### config.mk
export PLATFORM = sky130hd
export DESIGN_NAME = vga_ctrl_scheduler
export DESIGN_NICKNAME = d
export VERILOG_FILES = /design/src/rtl/vga_ctrl_scheduler.sv
export SDC_FILE = /design/constraint.sdc
export NUM_CORES = 1
export LEC_CHECK = 0
export CAP_MARGIN = 20
export CELL_PAD_IN_SITES_DETAIL_PLACEMENT = 0
export CELL_PAD_IN_SITES_GLOBAL_PLACEMENT = 1
export CORE_ASPECT_RATIO = 1.1
export CORE_MARGIN = 1
export CORE_UTILIZATION = 40
export DETAILED_ROUTE_END_ITERATION = 16
export PLACE_DENSITY_LB_ADDON = 0.12
export SETUP_SLACK_MARGIN = 0.5
export SYNTH_ARGS = -nofsm -noshare
export SYNTH_HDL_FRONTEND = slang
export SYNTH_SLANG_ARGS = --single-unit
### constraint.sdc
create_clock -name CLK_to_DAC -period 3.2 [get_ports CLK_to_DAC]
set_clock_uncertainty 0.05 [all_clocks]
set_input_delay 0.32 -clock CLK_to_DAC [delete_from_list [all_inputs] [get_ports CLK_to_DAC]]
set_output_delay 0.32 -clock CLK_to_DAC [all_outputs]
set_load 0.01 [all_outputs]
### src/rtl/vga_ctrl_scheduler.sv
// vga_ctrl_scheduler: round-robin intake of display control words from up to
// three requesters into a small FIFO, committing exactly one queued word to
// Ctrl per frame at the start of vertical sync.
module vga_ctrl_scheduler #(
  parameter int                CTRL_W     = 25,
  parameter logic [CTRL_W-1:0] CTRL_RESET = '0,
  parameter int                DEPTH      = 4
) (
  input  logic              CLK_to_DAC,
  input  logic              RST_N,
  input  logic              VGA_VS,
  input  logic [2:0]        req_valid,
  input  logic [CTRL_W-1:0] req_data0,
  input  logic [CTRL_W-1:0] req_data1,
  input  logic [CTRL_W-1:0] req_data2,
  output logic [2:0]        req_ready,
  output logic [CTRL_W-1:0] Ctrl,
  output logic              commit_pulse,
  output logic [2:0]        pending
);

  localparam int PW = $clog2(DEPTH);

  typedef enum logic [1:0] {IDLE, ARMED, COMMIT, GUARD} state_t;

  state_t            state, state_nxt;
  logic              vs_s1, vs_s2, vs_s3, vs_fall;
  logic [CTRL_W-1:0] mem [DEPTH];
  logic [PW-1:0]     wptr, rptr;
  logic [2:0]        count;
  logic [1:0]        last;
  logic [1:0]        cand;
  logic [1:0]        grant_idx;
  logic              full, push, pop;
  logic [CTRL_W-1:0] push_data;

  assign vs_fall = vs_s3 & ~vs_s2;
  assign full    = (count == 3'(DEPTH));
  assign push    = |req_ready;
  assign pop     = (state == COMMIT);
  assign pending = count;

  // Round-robin grant: search starts one past the last transferred port.
  always_comb begin
    req_ready = '0;
    grant_idx = last;
    cand      = '0;
    if (!full) begin
      for (int unsigned k = 1; k <= 3; k++) begin
        cand = 2'((32'(last) + k) % 32'd3);
        if (req_valid[cand] && (req_ready == '0)) begin
          req_ready[cand] = 1'b1;
          grant_idx       = cand;
        end
      end
    end
  end

  // Select the data word of the granted port.
  always_comb begin
    case (grant_idx)
      2'd0:    push_data = req_data0;
      2'd1:    push_data = req_data1;
      default: push_data = req_data2;
    endcase
  end

  // Three-stage synchroniser / edge detector on the asynchronous VS input.
  always_ff @(posedge CLK_to_DAC or negedge RST_N) begin
    if (!RST_N) begin
      vs_s1 <= 1'b1;
      vs_s2 <= 1'b1;
      vs_s3 <= 1'b1;
    end else begin
      vs_s1 <= VGA_VS;
      vs_s2 <= vs_s1;
      vs_s3 <= vs_s2;
    end
  end

  // FIFO pointers, occupancy and last-granted port.
  always_ff @(posedge CLK_to_DAC or negedge RST_N) begin
    if (!RST_N) begin
      wptr  <= '0;
      rptr  <= '0;
      count <= '0;
      last  <= 2'd2;
    end else begin
      if (push) begin
        wptr <= wptr + 1'b1;
        last <= grant_idx;
      end
      if (pop)
        rptr <= rptr + 1'b1;
      case ({push, pop})
        2'b10:   count <= count + 3'd1;
        2'b01:   count <= count - 3'd1;
        default: count <= count;
      endcase
    end
  end

  // FIFO storage; contents need no reset since count gates every read.
  always_ff @(posedge CLK_to_DAC) begin
    if (push)
      mem[wptr] <= push_data;
  end

  // Scheduler state register.
  always_ff @(posedge CLK_to_DAC or negedge RST_N) begin
    if (!RST_N)
      state <= IDLE;
    else
      state <= state_nxt;
  end

  // Next-state logic. IDLE looks at the registered count, so a word pushed
  // once the VS fall is already detected waits for the following pulse.
  always_comb begin
    state_nxt = state;
    case (state)
      IDLE:    if (count != '0) state_nxt = ARMED;
      ARMED:   if (vs_fall) state_nxt = COMMIT;
      COMMIT:  state_nxt = GUARD;
      GUARD:   if (vs_s2) state_nxt = (count != '0) ? ARMED : IDLE;
      default: state_nxt = IDLE;
    endcase
  end

  // Registered commit of the FIFO head to Ctrl with a one-cycle strobe.
  always_ff @(posedge CLK_to_DAC or negedge RST_N) begin
    if (!RST_N) begin
      Ctrl         <= CTRL_RESET;
      commit_pulse <= 1'b0;
    end else begin
      commit_pulse <= (state == COMMIT);
      if (state == COMMIT)
        Ctrl <= mem[rptr];
    end
  end

endmodule
== Yosys cells after proc, flatten, opt, wreduce, memory -nomap -nowiden ==
Memories as Yosys holds them, arrays and structs flattened. A register that Yosys moved wholly into a read port is not among the register bits.
Cells that the tools add are included.

* Add/subtract/negate cells: 7
* Div/mod/pow operators: 3
* Order comparisons: 6
* Eq/ne operators: 10
* Mux-type cells: 31
* Bitwise gates (word level): 4
* Reductions and logical operators: 14

{| class="wikitable"
|+ Operators by type and width
! kind !! number
|-
| 32-bit by 2-bit modulo with 32-bit output (second input constant) || 3
|-
| 25-bit one-hot mux with 2 select lines || 1
|-
| 3-bit two-way mux || 6
|-
| 2-bit two-way mux || 7
|-
| 2-bit by 3-bit < comparator with 1-bit output (second input constant) || 3
|-
| 1-bit two-way mux || 9
|-
| 2-bit one-hot mux with 4 select lines || 1
|-
| 2-bit by 2-bit adder with 3-bit output (second input constant) || 2
|-
| 1-bit binary-select mux with 2-bit select || 3
|-
| 1-bit demux with 2-bit select || 3
|-
| 2-bit by 1-bit equality test with 1-bit output (second input constant) || 3
|-
| 2-bit equality test (second input constant) || 3
|-
| 2-bit by 1-bit >= comparator with 1-bit output (second input constant) || 3
|-
| 3-bit zero test || 2
|-
| 2-bit inequality test (second input constant) || 3
|-
| 3-bit bitwise OR || 2
|-
| 3-bit one-hot mux with 2 select lines || 1
|-
| 1-bit logical AND || 5
|-
| 2-bit by 1-bit adder with 2-bit output (second input constant) || 2
|-
| 2-bit zero test || 2
|-
| 2-bit by 1-bit adder with 3-bit output (second input constant) || 1
|-
| 3-bit by 1-bit adder with 3-bit output (second input constant) || 1
|-
| 3-bit equality test (second input constant) || 1
|-
| 3-bit AND reduction || 1
|-
| other kinds (7) || 7
|}

* Bits in registers: 15
* Bits in writable memories: 100
* Bits of input ports: 81
* Output and inout port bits: 32
* Word-level logic and storage cells: 85
* Memories: 1

{| class="wikitable"
|+ Memories
! name !! words !! bits a word !! read ports !! clocked after memory_dff !! wr ports !! line !! text
|-
| mem || 4 || 25 || 1 || 1 || 1 || 28 || <nowiki>logic [CTRL_W-1:0] mem [DEPTH];</nowiki>
|}

== Longest topological paths before layout ==
* Word-level depth: 19
* Gate-level depth with buffers: 17
* Depth with buffers taken out: 14

== Worst setup path after synthesis ==
OpenSTA, ideal clock, no wires.

* Path type: reg2reg
* Start point: register last[0]
* End point: memory mem[0][0] (enable)
* Setup time: 0.384 ns
* Arrival time: 2.733 ns
* Data required time: 2.766 ns
* Slack: 0.033 ns
* Stages on the path, launching flop included: 12
* Buffers on the path: 3
* Period minus slack after synthesis: 3.167 ns
* Path through: dfrtp_1 > inv_1 > ha_1 > buf_6 > clkbuf_1 > nand2_1 > a32oi_1 > o21ai_0 > o31ai_1 > a31oi_1 > clkbuf_1 > and2_1

* Word-level cells in the longest chain between the ends: 19
* Elaborated cells between the ends (all ways): 42
* Classes of those cells: add/sub: 3; div: 3; order compare: 6; mux: 20; bitwise: 2; reduce/logical: 8

{| class="wikitable"
|+ RTL lines
! element !! line !! text
|-
| start: declaration || 31 || <nowiki>logic [1:0] last;</nowiki>
|-
| start signal: assignment || 91 || <nowiki>last <= grant_idx;</nowiki>
|-
| 2-bit by 1-bit adder with 3-bit output || 50 || <nowiki>cand = 2'((32'(last) + k) % 32'd3);</nowiki>
|-
| 32-bit by 2-bit modulo with 32-bit output || 50 ||
|-
| 2-bit by 3-bit < comparator with 1-bit output (implied by the code) / 2-bit by 1-bit >= comparator with 1-bit output (equally long branches) || 52 || <nowiki>req_ready[cand] = 1'b1;</nowiki>
|-
| 1-bit logical AND (implied by the code) || 52 ||
|-
| 1-bit two-way mux (implied by the code) || 52 ||
|-
| 1-bit demux with 2-bit select || 52 ||
|-
| 3-bit two-way mux || 51 || <nowiki>if (req_valid[cand] && (req_ready == '0)) begin</nowiki>
|-
| 3-bit two-way mux || 48 || <nowiki>if (!full) begin</nowiki>
|-
| (+3 left out) || -- ||
|-
| 3-bit two-way mux || 48 ||
|-
| 3-bit zero test || 51 ||
|-
| 1-bit logical AND || 51 ||
|-
| 3-bit two-way mux (*) || 51 ||
|-
| 3-bit two-way mux (*) || 48 ||
|-
| 3-bit OR reduction (*) || 39 || <nowiki>assign push = |req_ready;</nowiki>
|-
| 1-bit two-way mux (*) || 105 || <nowiki>if (push)</nowiki>
|-
| 1-bit two-way mux (implied by the code) (*) || 106 || <nowiki>mem[wptr] <= push_data;</nowiki>
|-
| end: declaration || 28 ||
|}

Every way passes the cells marked *; elsewhere a longest branch is shown, timed or not. The select of a mux whose other input is x is not followed.

== Final worst setup path ==
* Start point: register last[1]
* End point: memory mem[0][0] (data pin)

* Word-level cells in the longest chain between the ends: 18
* Elaborated cells between the ends (all ways): 38
* Classes of those cells: add/sub: 3; div: 3; order compare: 4; eq/ne: 1; mux: 19; bitwise: 1; reduce/logical: 7

{| class="wikitable"
|+ RTL lines
! element !! line !! text
|-
| 2-bit by 1-bit adder with 3-bit output || 50 ||
|-
| 32-bit by 2-bit modulo with 32-bit output || 50 ||
|-
| 2-bit by 3-bit < comparator with 1-bit output (implied by the code) / 2-bit by 1-bit >= comparator with 1-bit output (equally long branches) || 52 ||
|-
| 1-bit logical AND (implied by the code) || 52 ||
|-
| 1-bit two-way mux (implied by the code) || 52 ||
|-
| 1-bit demux with 2-bit select || 52 ||
|-
| 3-bit two-way mux || 51 ||
|-
| 3-bit two-way mux || 48 ||
|-
| (+3 left out) || -- ||
|-
| 3-bit two-way mux || 48 ||
|-
| 3-bit zero test || 51 ||
|-
| 1-bit logical AND || 51 ||
|-
| 2-bit two-way mux || 51 ||
|-
| 2-bit two-way mux (*) || 48 ||
|-
| 2-bit by 1-bit equality test with 1-bit output / 2-bit zero test (equally long branches) || 61 || <nowiki>case (grant_idx)</nowiki>
|-
| 25-bit one-hot mux with 2 select lines (*) || 61 ||
|-
| net push_data[0] || 35 || <nowiki>logic [CTRL_W-1:0] push_data;</nowiki>
|}

Mark *: on every way through the listed nets, which the timed path passes. The rest lies on a longest branch. The select of a mux whose other input is x is not followed.

==> summary by stage <==
Yosys
In this run, synthesis inferred 100 flip-flops with an integrated enable. By area the synthesized netlist is led by edfxtp_1 (46%), dfrtp_1 (14%), mux2_4 (9.6%). The fraction of post-synthesis cell area in the top cell type by area is 45.7%.

The synthesized netlist devotes 2.78% of its cell area to adder and majority cells. Among all flip-flop cells after synthesis, the most frequent one is edfxtp_1. In the synthesized netlist, mux cells make up 25.3% of the area. The number of nets in the synthesized netlist is 474. The fraction of registers with async set/reset is 28.6%. Summing the areas of all compound-gate instances in the mapped netlist gives 3.75% of the synthesized area. Summing the areas of all and, or, nand and nor instances in the mapped netlist gives 3.68% of the synthesized area. The count of different cell masters after synthesis is 47.

edfxtp_1 takes more of the synthesized area than any other cell. The mean instance size in the synthesized netlist is 17.3 um2. The total standard cell area after synthesis is 6570 um2. In the synthesized netlist, the number of instances is 379. For this run, the number of Yosys warnings is 0. The post-synthesis register bit count is 140. The xor/xnor share of the synthesized area is 0.800%. After synthesis, the largest family of logic cells by area is multiplexers. The share of the Yosys chip area taken by registers is 61.1%.

Detailed routing
The number of vias per cell after detailed routing is 5.30. The antenna violation net count after detailed routing is 0. The detailed router placed 3888 vias in this run.

The total wire length is 14500 um. For this block, the initial DRC count from the detailed router was 248. The first detailed-routing pass took 4 iterations.

The number of design rule violations left after detail routing is 0. The wire length per cell after detailed routing is 19.8 um.

STA
The number of endpoints failing setup at the final stage is 0. The actual slew at the worst max-slew pin is 0.977 ns. The final-report max-slew violation count is 0. Setup repair after global routing could not meet its margin everywhere. The worst pin sits at a relative slew slack of 34.9%. The total negative slack for setup checks is 0 ns.

The clock period minus final worst setup slack is 3.08 ns. The number of endpoints with negative hold slack in the final report is 0. The part of the cycle the worst path needs is 96.2%. The maximum operating frequency is 0.325 GHz.

Once routing completed, OpenROAD measured the worst setup slack at 0.122 ns.

Pwr
The ratio of total power to cell area is 1280 nW/um2. The cell internal power dissipation is 7550 uW. The proportion of power drawn by combinational gates is 49.4%. The peak supply drop is 0.000589 V. Summed over all cells, the static leakage comes to 0.00334 uW.

The clock network is responsible for 17.1% of the overall power. In this run the power spent charging and discharging nets is 3750 uW. Per report_power, the sequential group accounts for 33.5% of the total.

The switching part of the total is 33.2%.

Clock network
The number of buffers between clock root and the deepest sink is 2. The CTS tree is built. Buffers inserted during clock tree synthesis total 17.

In this run the number of H-tree levels came out at 4. The clock net in this run drives a total of 140 sinks. For the worst-skew pair, the clock arrives at the later sink with an insertion delay of 0.41 ns. CTS placed an instance of clkbuf_16 at the clock tree root. After clock tree synthesis, the clock-pin slew on the worst setup and hold paths is 0.06 ns.

Worst setup path
STA classifies the critical path startpoint as a register. STA classifies the critical path endpoint as a register. The critical path is of the reg2reg type. Setup slack on the worst reg-to-reg path comes out at 0.12 ns. Traced cell by cell, the critical path runs through inv_2, ha_4, mux2_4, nor4_4, a21oi_4, a311oi_4, mux2i_4, buf_12, mux2_4, mux2_4. The worst flop-to-flop path endpoint is mem[0][0]. The data required time at the worst endpoint is 3.30 ns.

In this design, the critical path's most frequently occurring cell is mux2_4. Of all nets on the critical path, the largest fanout is 16. The length in cells of the worst reg-to-reg path is 10.

STA puts the critical path data arrival time at 3.18 ns. The slowest stage of the critical path is the dfstp_2 cell. In this design, the stage delay of the slowest critical-path cell is 0.59 ns. In this run the critical register-to-register path is launched from last[1].

Place
Summed over all nets, the half-perimeter wirelength after detailed placement is 8600 um. At the end of routability-driven placement, the weighted congestion stood at 0.795. The cell area reported after detailed placement is 8020 um2. The number of placed instances, taps included is 684. The placement-stage worst setup slack is 0.00814 ns. The total of buffers placed on input and output ports is 112.

Hold path
The worst hold path belongs to the class in2reg. In this run the most critical hold path is launched from VGA_VS. For hold timing, the worst endpoint is vs_s1. The worst hold path stage count is 1.

Finish
From synthesis to final layout, the design area changed by 34.2%. The library cells used most frequently in the layout, excluding fill and tap cells, are clkdlybuf4s50_1 (108), edfxtp_1 (100), mux2_4 (42). The finished cells cover 8810 um2.

The commonest non-fill, non-tap cell in the layout is clkdlybuf4s50_1. The finished layout holds 734 standard cells, fillers aside. The total inserted antenna cells is 0. Cells with a size suffix above 1 make up 36.9% of the layout. After the last flow step, the layout net total stands at 616.

Global routing
The first global-routing pass estimated 21900 um of wire. The number of global-route vias before repair is 4061. The global-route total usage across every layer is 18.1%. The initial antenna violation count is 0.

Summed over all layers, the global routing overflow is 0. Entering global routing, the biggest net connects 41 pins.

Floorplan
The floorplan step defined a die boundary enclosing 16900 um2. The die is 124 um wide. The initial standard-cell utilization of the core is 41.4%.

In this run the core area contains 48 standard-cell rows. In this run the vertical extent of the chip is 136 um. In this run the count of I/O pins placed on the die edge is 113. The core region is 15900 um2.

Job
The number of maximum-capacitance constraint violations is 0.

Run status
The flow ran to the end, and the final reports show no timing, DRC or antenna violations.
==> area by class of cell <==
cell class | count | area, um2
fill | 1305 | 7050
sequential | 140 | 4010
multi-input combinational | 217 | 2590
timing repair buffer | 132 | 1320
clock buffer | 19 | 433
tap | 200 | 250
clock inverter | 13 | 155
inverter | 13 | 48.8
==> cell usage after synthesis, types with 2 or more instances <==
cell type	count
inv_1	13
buf_4	2
and2_1	5
ha_1	13
o21ai_0	9
nor2b_1	3
mux2i_4	2
buf_6	4
dfrtp_1	36
nand3b_1	2
buf_1	3
mux2i_1	3
o22ai_1	2
o2bb2ai_1	2
mux2_2	35
xor2_1	3
nor2_1	5
dfstp_2	4
nand3_1	3
mux4_2	25
nand2_1	16
a32oi_1	2
xnor2_1	3
nand2b_1	3
clkbuf_1	8
a21oi_1	8
a21o_1	2
buf_2	4
edfxtp_1	100
mux2_4	42
==> state kept, by name, indices dropped and copies added, names as in the netlist <==
name / count
mem: 100
pending: 3
commit_pulse: 1
vs_s3: 1
rptr: 2
wptr: 2
last: 2
Ctrl: 25
state: 2
vs_s1: 1
vs_s2: 1
==> how the worst max path moves through the flow <==
stage,cells past startpoint,startpoint,slack (ns),end
2_1_floorplan,10,last[1],0.15,mem[0][0]
3_3_place_gp,9,req_valid[1],0.08,mem[0][16]
3_5_place_dp,9,req_valid[2],0.008,mem[2][16]
4_1_cts,9,last[1],0.11,mem[2][16]
5_1_grt,9,last[1],0.02,mem[1][16]
6_report,10,last[1],0.12,mem[0][0]
==> per-stage QoR <==
stage,util [%],hold WS [ns],power [uW]
CTS,55.2,0.0983,11400
detailed placement,50.6,0.300,9100
global route,55.6,0.265,11900
floorplan,-,-0.0256,7390
finish,55.6,0.281,11300
global placement,50.6,0.298,8920
==> power by group through the flow <==
stage | Sequential (uW) | Combinational, uW | Clock [uW]
after floorplan | 3700 | 3690 | 0
after global placement | 3800 | 5110 | 0
after detailed placement | 3860 | 5230 | 0
after CTS | 3820 | 5580 | 1970
after global routing | 3910 | 5970 | 2040
final | 3790 | 5580 | 1930
==> metal layers <==
metal | wire (um) | global-route usage [%] | share of wire, % | vias to the layer above
met5 | 0 | 0 | 0 | -
met4 | 125 | 4.56 | 0.86 | 0
met3 | 800 | 4.45 | 5.5 | 11
met2 | 7550 | 31.3 | 52 | 129
met1 | 6050 | 22.4 | 42 | 1986
li1 | - | - | - | 1762
==> cell families (layout without fill, tap and decap cells) <==
kind of cell / after synthesis / after routing
buffers and inverters: 34 / 177
AOI/OAI and AO/OA: 34 / 34
DFF: 140 / 140
and+or+nand+nor: 44 / 56
muxes: 107 / 107
xor gates and xnor gates: 6 / 6
adders and majority gates: 14 / 14
==> critical path: cells and delay by family (launching register included) <==
family	cells	cell delay (ns)
multiplexers	4	1.08
flip-flops	1	0.59
AO/OA/AOI/OAI	2	0.43
buffers and inverters	2	0.27
adder cells (fa/ha/maj)	1	0.19
AND/OR/NAND/NOR	1	0.19
==> what timing repair did <==
item / in CTS / in global routing
endpoints found under the setup margin: 205 / 206
pin swaps: 13 / 0
gates resized for setup: 26 / 7
gates cloned: 11 / 1
hold endpoints to repair: 0 / 16
buffers inserted: 4 / 0
hold buffers: 0 / 1
Power figures use the tool's default switching activity.
